==> src/rtl/alu_cmd_pkg.sv <==
`default_nettype none
// ============================================================================
// Module   : alu_cmd_pkg
// Purpose  : Shared types and constants for the ALU command engine.
// Revision : 1.0 - initial release
// ============================================================================
package alu_cmd_pkg;

   typedef enum logic [2:0] {
      OP_ADD  = 3'b000,
      OP_SUB  = 3'b001,
      OP_AND  = 3'b010,
      OP_OR   = 3'b011,
      OP_NOTA = 3'b100,
      OP_XOR  = 3'b101,
      OP_NAND = 3'b110,
      OP_NOR  = 3'b111
   } opcode_t;

   typedef struct packed {
      logic [3:0] a;
      logic [3:0] b;
      opcode_t    s;
   } cmd_t;

   localparam int c_FIFO_DEPTH = 4;
   localparam int c_PTR_W      = $clog2(c_FIFO_DEPTH);

   typedef enum logic [1:0] {
      ST_IDLE  = 2'd0,
      ST_ISSUE = 2'd1,
      ST_STALL = 2'd2
   } state_t;

endpackage
`default_nettype wire

==> src/rtl/alu_cmd_core.sv <==
`default_nettype none
// ============================================================================
// Module   : alu_cmd_core
// Purpose  : Combinational 4-bit ALU; carry/borrow output exists only when
//            ALU_CMD_FLAGS_EN is defined.
// Revision : 1.0 - initial release
// ============================================================================
module alu_cmd_core
   import alu_cmd_pkg::*;
(
   input  logic [3:0] i_a,
   input  logic [3:0] i_b,
   input  opcode_t    i_s,
   output logic [3:0] o_c
`ifdef ALU_CMD_FLAGS_EN
   ,
   output logic       o_carry
`endif
);

`ifdef ALU_CMD_FLAGS_EN
   // Fifth bit of the sum is carry-out; fifth bit of the difference is borrow.
   logic [4:0] w_sum;
   logic [4:0] w_diff;
   assign w_sum   = {1'b0, i_a} + {1'b0, i_b};
   assign w_diff  = {1'b0, i_a} - {1'b0, i_b};
   assign o_carry = (i_s == OP_ADD) ? w_sum[4]  :
                    (i_s == OP_SUB) ? w_diff[4] : 1'b0;
`else
   logic [3:0] w_sum;
   logic [3:0] w_diff;
   assign w_sum  = i_a + i_b;
   assign w_diff = i_a - i_b;
`endif

   always_comb begin
      o_c = 4'h0;
      case (i_s)
         OP_ADD:  o_c = w_sum[3:0];
         OP_SUB:  o_c = w_diff[3:0];
         OP_AND:  o_c = i_a & i_b;
         OP_OR:   o_c = i_a | i_b;
         OP_NOTA: o_c = ~i_a;
         OP_XOR:  o_c = i_a ^ i_b;
         OP_NAND: o_c = ~(i_a & i_b);
         OP_NOR:  o_c = ~(i_a | i_b);
         default: o_c = 4'h0;
      endcase
   end

endmodule
`default_nettype wire

==> src/rtl/alu_cmd_engine.sv <==
`default_nettype none
// ============================================================================
// Module   : alu_cmd_engine
// Purpose  : 4-deep command FIFO feeding a registered ALU result stage with
//            valid/ready handshakes; flags enabled by ALU_CMD_FLAGS_EN.
// Revision : 1.0 - initial release
// ============================================================================
module alu_cmd_engine
   import alu_cmd_pkg::*;
(
   input  logic       clk,
   input  logic       rst,
   input  logic       in_valid,
   output logic       in_ready,
   input  logic [3:0] in_a,
   input  logic [3:0] in_b,
   input  logic [2:0] in_s,
   output logic       out_valid,
   input  logic       out_ready,
   output logic [3:0] out_c,
   output logic       out_zero,
   output logic       out_carry,
   output logic [7:0] done_count
);

   localparam logic [c_PTR_W:0] c_CNT_FULL = (c_PTR_W + 1)'(c_FIFO_DEPTH);

   cmd_t                r_mem [c_FIFO_DEPTH];
   logic [c_PTR_W-1:0]  r_wr_ptr;
   logic [c_PTR_W-1:0]  r_rd_ptr;
   logic [c_PTR_W:0]    r_cnt;
   state_t              r_state;
   logic                r_out_valid;
   logic [3:0]          r_out_c;
   logic [7:0]          r_done_count;

   state_t              w_state_nxt;
   logic                w_push;
   logic                w_pop;
   logic                w_out_hs;
   logic                w_vld_nxt;
   logic [c_PTR_W:0]    w_cnt_nxt;
   cmd_t                w_in_cmd;
   cmd_t                w_head;
   logic [3:0]          w_c;

   assign in_ready   = (r_cnt != c_CNT_FULL);
   assign w_in_cmd   = '{a: in_a, b: in_b, s: opcode_t'(in_s)};
   assign w_head     = r_mem[r_rd_ptr];
   assign out_valid  = r_out_valid;
   assign out_c      = r_out_c;
   assign done_count = r_done_count;

`ifdef ALU_CMD_FLAGS_EN
   logic w_carry;
   logic r_out_zero;
   logic r_out_carry;

   alu_cmd_core u_core (
      .i_a     (w_head.a),
      .i_b     (w_head.b),
      .i_s     (w_head.s),
      .o_c     (w_c),
      .o_carry (w_carry)
   );

   always_ff @(posedge clk) begin
      if (rst) begin
         r_out_zero  <= 1'b0;
         r_out_carry <= 1'b0;
      end else if (w_pop) begin
         r_out_zero  <= (w_c == 4'h0);
         r_out_carry <= w_carry;
      end
   end

   assign out_zero  = r_out_zero;
   assign out_carry = r_out_carry;
`else
   alu_cmd_core u_core (
      .i_a (w_head.a),
      .i_b (w_head.b),
      .i_s (w_head.s),
      .o_c (w_c)
   );

   assign out_zero  = 1'b0;
   assign out_carry = 1'b0;
`endif

   // State tracks next-cycle occupancy: STALL means a result is held while
   // commands wait behind it, so only out_ready can release a pop.
   always_comb begin
      w_push      = in_valid && in_ready;
      w_pop       = 1'b0;
      w_state_nxt = r_state;
      case (r_state)
         ST_ISSUE: w_pop = (r_cnt != '0) && (!r_out_valid || out_ready);
         ST_STALL: w_pop = out_ready;
         default:  w_pop = 1'b0;
      endcase
      w_out_hs  = r_out_valid && out_ready;
      w_vld_nxt = w_pop || (r_out_valid && !out_ready);
      w_cnt_nxt = r_cnt + {{c_PTR_W{1'b0}}, w_push} - {{c_PTR_W{1'b0}}, w_pop};
      if (!w_vld_nxt && (w_cnt_nxt == '0)) begin
         w_state_nxt = ST_IDLE;
      end else if (w_vld_nxt && (w_cnt_nxt != '0)) begin
         w_state_nxt = ST_STALL;
      end else begin
         w_state_nxt = ST_ISSUE;
      end
   end

   always_ff @(posedge clk) begin
      if (rst) begin
         r_state      <= ST_IDLE;
         r_wr_ptr     <= '0;
         r_rd_ptr     <= '0;
         r_cnt        <= '0;
         r_out_valid  <= 1'b0;
         r_out_c      <= 4'h0;
         r_done_count <= 8'h00;
      end else begin
         r_state     <= w_state_nxt;
         r_cnt       <= w_cnt_nxt;
         r_out_valid <= w_vld_nxt;
         if (w_push) begin
            r_wr_ptr <= r_wr_ptr + c_PTR_W'(1);
         end
         if (w_pop) begin
            r_rd_ptr <= r_rd_ptr + c_PTR_W'(1);
            r_out_c  <= w_c;
         end
         if (w_out_hs) begin
            r_done_count <= r_done_count + 8'd1;
         end
      end
   end

   always_ff @(posedge clk) begin
      if (w_push) begin
         r_mem[r_wr_ptr] <= w_in_cmd;
      end
   end

endmodule
`default_nettype wire

==> config.mk <==
export PLATFORM = sky130hd
export DESIGN_NAME = alu_cmd_engine
export DESIGN_NICKNAME = d
export VERILOG_FILES = /design/src/rtl/alu_cmd_pkg.sv /design/src/rtl/alu_cmd_core.sv /design/src/rtl/alu_cmd_engine.sv
export SDC_FILE = /design/constraint.sdc
export NUM_CORES = 1
export LEC_CHECK = 0
export ABC_CLOCK_PERIOD_IN_PS = 4200
export BUFFER_PORTS_ARGS = -buffer_cell sky130_fd_sc_hd__buf_2
export CORE_AREA = 4 4 126 98
export DETAILED_ROUTE_END_ITERATION = 8
export DIE_AREA = 0 0 130 102
export SYNTH_ARGS = -nofsm -noshare
export SYNTH_HDL_FRONTEND = slang
export SYNTH_SLANG_ARGS = --single-unit
==> constraint.sdc <==
create_clock -name clk -period 4.2 [get_ports clk]
set_clock_uncertainty 0.05 [all_clocks]
set_input_delay 0.63 -clock clk [delete_from_list [all_inputs] [get_ports clk]]
set_output_delay 0.63 -clock clk [all_outputs]
set_load 0.05 [all_outputs]
After elaboration in Yosys (flattened, before gate mapping)
Memories as Yosys holds them, arrays and structs flattened. A register that Yosys moved wholly into a read port is not among the register bits.
Cells that the tools add are included.
{"block": "op_classes", "addsub": 7, "eq_ne": 10, "mux": 7, "bitwise_logic": 6, "n_reduce_logical": 16}
{"operator": "$pmux W4 S8", "count": 1}
{"operator": "$eq A3 B3 Y1 const B", "count": 4}
{"operator": "$not A4 Y4", "count": 3}
{"operator": "$add A8 B1 Y8 const B", "count": 1}
{"operator": "$eq A3 B2 Y1 const B", "count": 2}
{"operator": "$logic_and A1 B1 Y1", "count": 6}
{"operator": "$logic_not A3 Y1", "count": 2}
{"operator": "$mux W2", "count": 3}
{"operator": "$reduce_bool A3 Y1", "count": 2}
{"operator": "$add A2 B1 Y2 const B", "count": 2}
{"operator": "$add A4 B4 Y4", "count": 1}
{"operator": "$and A4 B4 Y4", "count": 1}
{"operator": "$or A4 B4 Y4", "count": 1}
{"operator": "$sub A4 B4 Y4", "count": 1}
{"operator": "$xor A4 B4 Y4", "count": 1}
{"operator": "$add A3 B1 Y3", "count": 1}
{"operator": "$eq A3 B1 Y1 const B", "count": 1}
{"operator": "$logic_not A1 Y1", "count": 3}
{"operator": "$ne A3 B3 Y1 const B", "count": 1}
{"operator": "$sub A3 B1 Y3", "count": 1}
{"operator": "$eq A2 B1 Y1 const B", "count": 1}
{"operator": "$eq A2 B2 Y1 const B", "count": 1}
{"operator": "$logic_or A1 B1 Y1", "count": 2}
{"operator": "$mux W1", "count": 2}
{"operator": "2 further kinds", "count": 2}
{"block": "totals", "regBits": 22, "ram_bits": 44, "output_inout_bits": 16, "word_cells": 54, "mem_count": 1}
{"name": "r_mem", "depth": 4, "width": 11, "read_ports": 1, "rd_clocked_by_memory_dff": 1, "wr": 1, "line": "alu_cmd_engine.sv:28", "rtl": "cmd_t r_mem [c_FIFO_DEPTH];"}

Longest topological paths before layout
Gate-level depths: netlist of run 1.
{"block": "depth", "ltp_word": 8, "depth_mapped": 16, "mapped_depth_nobuf": 15}

Hierarchy
Synthesis of run 1 repeated with hierarchy kept, for this count alone.
{"block": "hier_totals", "hier_cells": 247, "area_unflattened_um2": 3229.3}
{"module": "alu_cmd_engine", "n_inst": 1, "cells_per_inst": 175, "area_per_inst_um2": 2701.3, "seq_area_each_um2": 1801.7}
{"module": "alu_cmd_core", "n_inst": 1, "cells_per_inst": 72, "area_per_inst_um2": 528.0, "seq_area_each_um2": 0.0}

Worst setup path before layout of run 1
OpenSTA, ideal clock, no wires.
{"block": "synth_timing", "path_type": "register -> register", "startpoint": "register with a tool-made name", "endpoint": "register r_out_c[3] (netlist: out_c[3])", "arrival_time_ps": 2999, "slack_ps": 1021, "stages_incl_launch_ff": 14, "path_buffers": 1, "synth_period_minus_slack_ps": 3179, "cell_sequence": "dfxtp_1 buf_6 mux4_2 or2_2 nor2_1 mux2_2 inv_1 ha_1 a21o_1 a21oi_1 xnor3_1 xnor2_1 nor2_1 o32ai_1"}
{"item": "to (signal assigned)", "line": "alu_cmd_engine.sv:132", "rtl": "r_out_c <= w_c;"}
{"item": "to (decl)", "line": "alu_cmd_engine.sv:34", "rtl": "logic [3:0] r_out_c;"}

==> results of run 1 <==
-- through the flow --
step           util (%)  setup slack [ps]  total power, mW
6_report           34.4               694             2.58
5_1_grt            34.4               465             2.77
4_1_cts            34.4               671             2.62
3_5_place_dp       31.6               700             1.83
3_3_place_gp       31.6               786             1.80
2_1_floorplan         -              1020             1.63
-- final timing paths --
path	startpoint	endpoint	slack, ps	cells after the start
worst min register to register	out_c[2]$_SDFFE_PP0P_	out_c[2]$_SDFFE_PP0P_	420	2
worst max-delay path	register	out_c[3]$_SDFFE_PP0P_	690	12
worst max register to register	register	out_c[3]$_SDFFE_PP0P_	690	12
worst min-delay path	out_c[2]$_SDFFE_PP0P_	out_c[2]$_SDFFE_PP0P_	420	2
-- layer usage --
metal / routed length [um] / GRT usage [%]
met1: 3150 / 13.9
met2: 2470 / 14.2
met3: 381 / 4.44
met4: 71 / 3.12
met5: 0 / 0
-- power groups by stage --
stage	registers (mW)	clock network (mW)	logic, mW
floorplan	0.921	0	0.713
global placement	0.884	0	0.920
detailed placement	0.887	0	0.947
CTS	0.873	0.795	0.953
global route	0.885	0.824	1.06
finish	0.870	0.772	0.939
-- area by class of cell --
cell class | instances | area [um2]
timing repair buffer | 31 | 163
clock inverter | 7 | 81.3
tap | 144 | 180
sequential | 68 | 1800
fill | 1136 | 7370
multi-input combinational | 150 | 1320
clock buffer | 9 | 225
inverter | 24 | 90.1
-- logic make-up (layout without fill, tap and decap cells) --
group	after synthesis	after routing	synth area share, %
other	1	2	0.114
buffers and inverters	34	71	4.89
XOR/XNOR	17	17	4.97
flip-flops	68	68	55.0
AO/OA/AOI/OAI	32	32	6.53
adder cells (fa/ha/maj)	23	23	9.24
AND/OR/NAND/NOR	57	57	8.44
multiplexers	19	19	10.8
-- critical path, cell delays in order (launching register included) --
cell and delay (ps):
dfxtp_1 520, mux4_2 700, or2_2 400, nor2_1 170, mux2_2 390, inv_1 60
ha_1 220, a21o_1 160, a21oi_1 160, xnor3_1 240, xnor2_1 130, nor2_1 90
o32ai_1 80
-- placed cells by master (no fill, tap or decap), types with 3 or more instances in the layout --
cell type / instances
a21oi_1: 12
and3_1: 4
buf_2: 28
buf_4: 3
clkbuf_16: 9
dfxtp_1: 24
edfxtp_1: 44
ha_1: 21
inv_1: 24
inv_6: 4
mux2_2: 3
mux2i_1: 5
mux4_1: 8
nand2_1: 7
nand2b_1: 3
nand3_1: 5
nor2_1: 25
xnor2_1: 9
xor2_1: 7
-- state kept, by name, summed over array words and instances, names as in the netlist, named ones only --
| register | cells |
|---|---|
| r_state | 2 |
| out_c | 4 |
| r_wr_ptr | 2 |
| done_count | 8 |
| out_valid | 1 |
| r_cnt | 3 |
| r_mem | 44 |
| r_rd_ptr | 2 |
==> run summary, run 1 <==
Number of global-route vias before repair: 1982
Number of routed nets with antenna violations: 0
Most numerous cell in the Yosys netlist: edfxtp_1
CP Capture Type: register
Antenna violations before repair: 0
Largest net degree at the start of global routing: 24
Drt first pass iters: 5
Max Fanout on Critical Path: 15
Biggest area consumer among synthesized cells: edfxtp_1
# Max-Cap Violations: 0
HPWL Detailed: 4250 um
Most instantiated flip-flop cell in the synthesis netlist: edfxtp_1
Data required time at the worst endpoint: 4350 ps
Crit Path Category: register to register
Worst max-slew margin expressed relative to the limit: 57.3%
Number of nets in the layout: 322
Final period demand of the worst path: 3510 ps
Layout overhead on the synthesized area: 17.8%
Post-synth ARST share: 0%
Yosys cell types: 51
Seq cells post-synth: 68
Placed Instances: 417
Number of antenna diodes: 0
Power share of the sequential group: 33.7%
CTS sink cnt: 68
Fraction of layout cells with a size suffix above 1: 20.1%
Number of flops mapped to enable cells by yosys: 44
Signal arrival time at the worst endpoint: 3650 ps
Post-Syn Instances: 251
Top-level port count: 31
Proportion of synthesized chip area in sequential cells: 55.0%
Routed length per instance: 14.0 um
Overflow after GRT: 0
Total number of H-tree levels: 3
Number of buffers inserted by port buffering: 28
Final Hold Viols: 0
Final cell count without fillers: 433
Post-route design area: 3860 um2
Hold/Removal Path Class: register to register
Clock-pin slew on the worst setup and hold paths: 60 ps
Global-route usage over all layers: 10.1%
Count of routing violations after the opening detailed-route iteration: 61
Standard cell area after detailed placement: 3550 um2
CTS Hold Buffers Added: 0
Final clock period utilization by the worst path: 83.5%
Number of synthesis warnings: 0
Post CTS Setup Buffer Count: 0
Maximum root-to-sink buffer count: 2
Result of the run: finished clean
Number of gates resized after cts: 0
RSZ-0062 raised after global routing: false
Wire length of the first global-routing pass: 10100 um
Pint: 1.69 mW
Die width: 130 um
VDD IR max: 0.401 mV
Root buffer cell: clkbuf_16
Static leakage power: 1.50 nW
Remaining routing DRC violations: 0
Mapped Avg Cell Area: 13.1 um2
Combinational group share of total power: 36.4%
Total CTS buffers: 9
Power per Cell Area: 669 nW/um2
Clock Latency Late Sink: 330 ps
Maximum clock frequency: 285 MHz
Core Box Area: 11200 um2
Site row count: 34
Worst slew pin tran: 641 ps
Worst hold slack across all endpoints: 419 ps
CTS tree: done
Top cells by area, synth: edfxtp_1 40%, dfxtp_1 15%, ha_1 8.0%
Portion of total power attributed to the clock network: 29.9%
Sw Pwr: 0.890 mW
Area enclosed by the die boundary: 13300 um2
Gp weighted congestion: 0.754
Setup total negative slack: 0 ps
Vias: 1920
Vias per inst: 4.43
Proportion of netlist area held by the largest area contributor: 40.3%
Switching portion of total power: 34.5%
Number of endpoints failing setup at the final stage: 0
Commonest cells post-synth: 44 x edfxtp_1, 25 x nor2_1, 24 x dfxtp_1, 24 x inv_1, 21 x ha_1
Wire length after detailed routing: 6070 um
Total count of max-transition violations in the final report: 0
Area of the mapped netlist: 3280 um2
Effective utilization at floorplan: 29.2%
Die Ht: 102 um
Startpoint types: register
(Power assumes the default switching activity.)
==> inputs of run 2 (changes only) <==
- ABC_CLOCK_PERIOD_IN_PS: 4200 -> 3000
- clock period: 4.2 -> 3 ns (I/O delays scaled with it)
==> run 2 against run 1 <==
Against the previous run:
- critical path depth unchanged
- sequential share of layout area down 1.7 points
- clock power up 55%
- flip-flop and latch count unchanged
- register-to-register slack worse by 580 ps
- setup slack worse by 580 ps
- largest power group unchanged
- non-clock buffer count up 13
- worst hold slack worse by 130 ps
==> run summary, run 2 (synthesis gave the netlist of run 1 again) <==
Result of the run: finished clean
Overflow after GRT: 0 (unchanged)
CTS tree: done
Remaining routing DRC violations: 0 (unchanged)
Number of routed nets with antenna violations: 0 (unchanged)
CP top delay family: multiplexers
Clock-pin slew on the worst setup and hold paths: 60 ps (about the same)
Global-route usage over all layers: 10.1% (+0.068 points)
CTS Hold Buffers Added: 0 (unchanged)
Worst slew pin tran: 636 ps (-4.79 ps)
Vias per inst: 4.52 (+1.9%)
Power per Cell Area: 966 nW/um2 (+44%)
Die Ht: 102 um (unchanged)
Gp weighted congestion: 0.802 (+6.4%)
Routed length per instance: 13.8 um (-1.3%)
Core Box Area: 11200 um2 (unchanged)
Final clock period utilization by the worst path: 96.2% (+13 points)
Cells along the critical path: mux4_2 -> or2_4 -> nor2_4 -> mux2_4 -> inv_1 -> ha_1 -> a21o_1 -> a21oi_2 -> xnor3_1 -> xnor2_1 -> nor2_1 -> o32ai_1
Count of routing violations after the opening detailed-route iteration: 90 (+48%)
Drt first pass iters: 4 (-1)
RSZ-0062 raised after global routing: true
Number of endpoints failing setup at the final stage: 0 (unchanged)
Wire length of the first global-routing pass: 10100 um (+0.20%)
Leading cell type in the layout, fill and taps excluded: edfxtp_1
Signal arrival time at the worst endpoint: 3040 ps (-610 ps)
Total area of sequential cells: 1810 um2 (+0.21%)
Layout overhead on the synthesized area: 22.5%
Final Hold Viols: 0 (unchanged)
Largest net degree at the start of global routing: 24 (unchanged)
Effective utilization at floorplan: 29.2% (unchanged)
CP Capture Type: register
Clock Latency Late Sink: 320 ps (about the same)
Number of buffers inserted by port buffering: 28 (unchanged)
Maximum root-to-sink buffer count: 2 (unchanged)
Antenna violations before repair: 0 (unchanged)
Worst max-slew margin expressed relative to the limit: 57.6% (+0.32 points)
Wire length after detailed routing: 6170 um (+1.7%)
Crit Path Category: register to register
Site row count: 34 (unchanged)
Maximum clock frequency: 347 MHz (+22%)
HPWL Detailed: 4350 um (+2.3%)
Total number of H-tree levels: 3 (unchanged)
Worst hold slack across all endpoints: 291 ps (-128 ps)
Register containing the most flip-flops in the final layout: r_mem
Worst Path Buf+Inv: 1 (unchanged)
Number of global-route vias before repair: 2086 (+5.2%)
Final period demand of the worst path: 2880 ps (-621 ps)
Static leakage power: 1.58 nW (+5.8%)
Total CTS buffers: 9 (unchanged)
Multi-input combinational cell area: 1340 um2 (+1.3%)
Area enclosed by the die boundary: 13300 um2 (unchanged)
Max Fanout on Critical Path: 7 (-8)
Hold/Removal Path Class: input port to register
CTS sink cnt: 68 (unchanged)
# Max-Cap Violations: 0 (unchanged)
Fraction of layout cells with a size suffix above 1: 24.8% (+4.8 points)
Crit-path slowest cell: mux4_2
Setup total negative slack: 0 ps (unchanged)
Top-level port count: 31 (unchanged)
Top library cells by usage in the layout, fill and taps aside: 44 x edfxtp_1, 28 x buf_2, 24 x inv_1, 24 x nor2_1, 23 x dfxtp_1
Startpoint types: register
Fill cells: 1126 (-0.88%)
Die width: 130 um (unchanged)
Total count of max-transition violations in the final report: 0 (unchanged)
Max FFs per register: 44 (unchanged)
Vias: 2016 (+5.0%)
Root buffer cell: clkbuf_16
Number of antenna diodes: 0 (unchanged)
Data required time at the worst endpoint: 3150 ps (-1200 ps)
Number of nets in the layout: 335 (+4.0%)
VDD IR max: 0.410 mV (+2.1%)
CP peak stage delay: 520 ps (-180 ps)
run 2: changes by cell type in the layout (fill, tap and decap cells not counted), sizes merged:
cell and change:
clkinv +2, buf +13, clkbuf +1, inv -4
clkinvlp -1, bufinv +2
run 2: metrics by stage:
| step | power (mW) | utilization (%) | cells | cell area [um2] | setup WS [ps] |
|---|---|---|---|---|---|
| floorplan | 2.31 | - | 252 | 3290 | 0.244 |
| global placement | 2.61 | 32.4 | 426 | 3630 | 61.1 |
| detailed placement | 2.65 | 32.4 | 426 | 3630 | 19.6 |
| CTS | 3.86 | 35.4 | 442 | 3980 | 46.2 |
| global route | 4.16 | 35.7 | 446 | 4010 | -49.2 |
| finish | 3.88 | 35.7 | 446 | 4010 | 115 |
run 2: final timing paths:
path | start | end | slack, ps | cells past startpoint
worst max-delay path | register | out_c[3]$_SDFFE_PP0P_ | 120 | 12
worst min-delay path | in_b[1] | r_mem[1][4]$_DFFE_PP_ | 290 | 1
worst max register to register | register | out_c[3]$_SDFFE_PP0P_ | 120 | 12
worst min register to register | out_c[2]$_SDFFE_PP0P_ | out_c[2]$_SDFFE_PP0P_ | 430 | 2
run 2: area by class of cell:
class	count	share of cell area [%]
Tap cell	144	4.49
Clock inverter	6	2.81
Sequential cell	68	45.0
Inverter	24	2.25
Multi-Input combinational cell	150	33.3
Timing Repair Buffer	44	6.49
Clock buffer	10	5.71
run 2: power breakdown:
part / leakage, nW / switching (mW) / internal, mW
Clock: 0.167 / 0.385 / 0.813
Sequential: 0.599 / 0.0805 / 1.14
Combinational: 0.816 / 0.782 / 0.673
Total: 1.58 / 1.25 / 2.63
run 2: routing by layer:
layer | global-route usage (%) | vias up | wire, um
met5 | 0 | - | 0
met4 | 3.35 | 0 | 46
met3 | 3.76 | 4 | 296
met2 | 15.0 | 44 | 2640
met1 | 13.8 | 977 | 3180
li1 | - | 991 | -
run 2: what timing repair did:
action                                  in CTS  in global routing
resized for setup                            1                  3
buffers inserted                             0                  4
endpoints found under the setup margin       1                  2
pin swaps                                    0                  2
run 2: worst register-to-register path, stage by stage (launching register included):
cell and delay [ps]:
dfxtp_4 400, mux4_2 520, or2_4 280, nor2_4 100, mux2_4 320, inv_1 60
ha_1 220, a21o_1 170, a21oi_2 120, xnor3_1 230, xnor2_1 130, nor2_1 90
o32ai_1 80
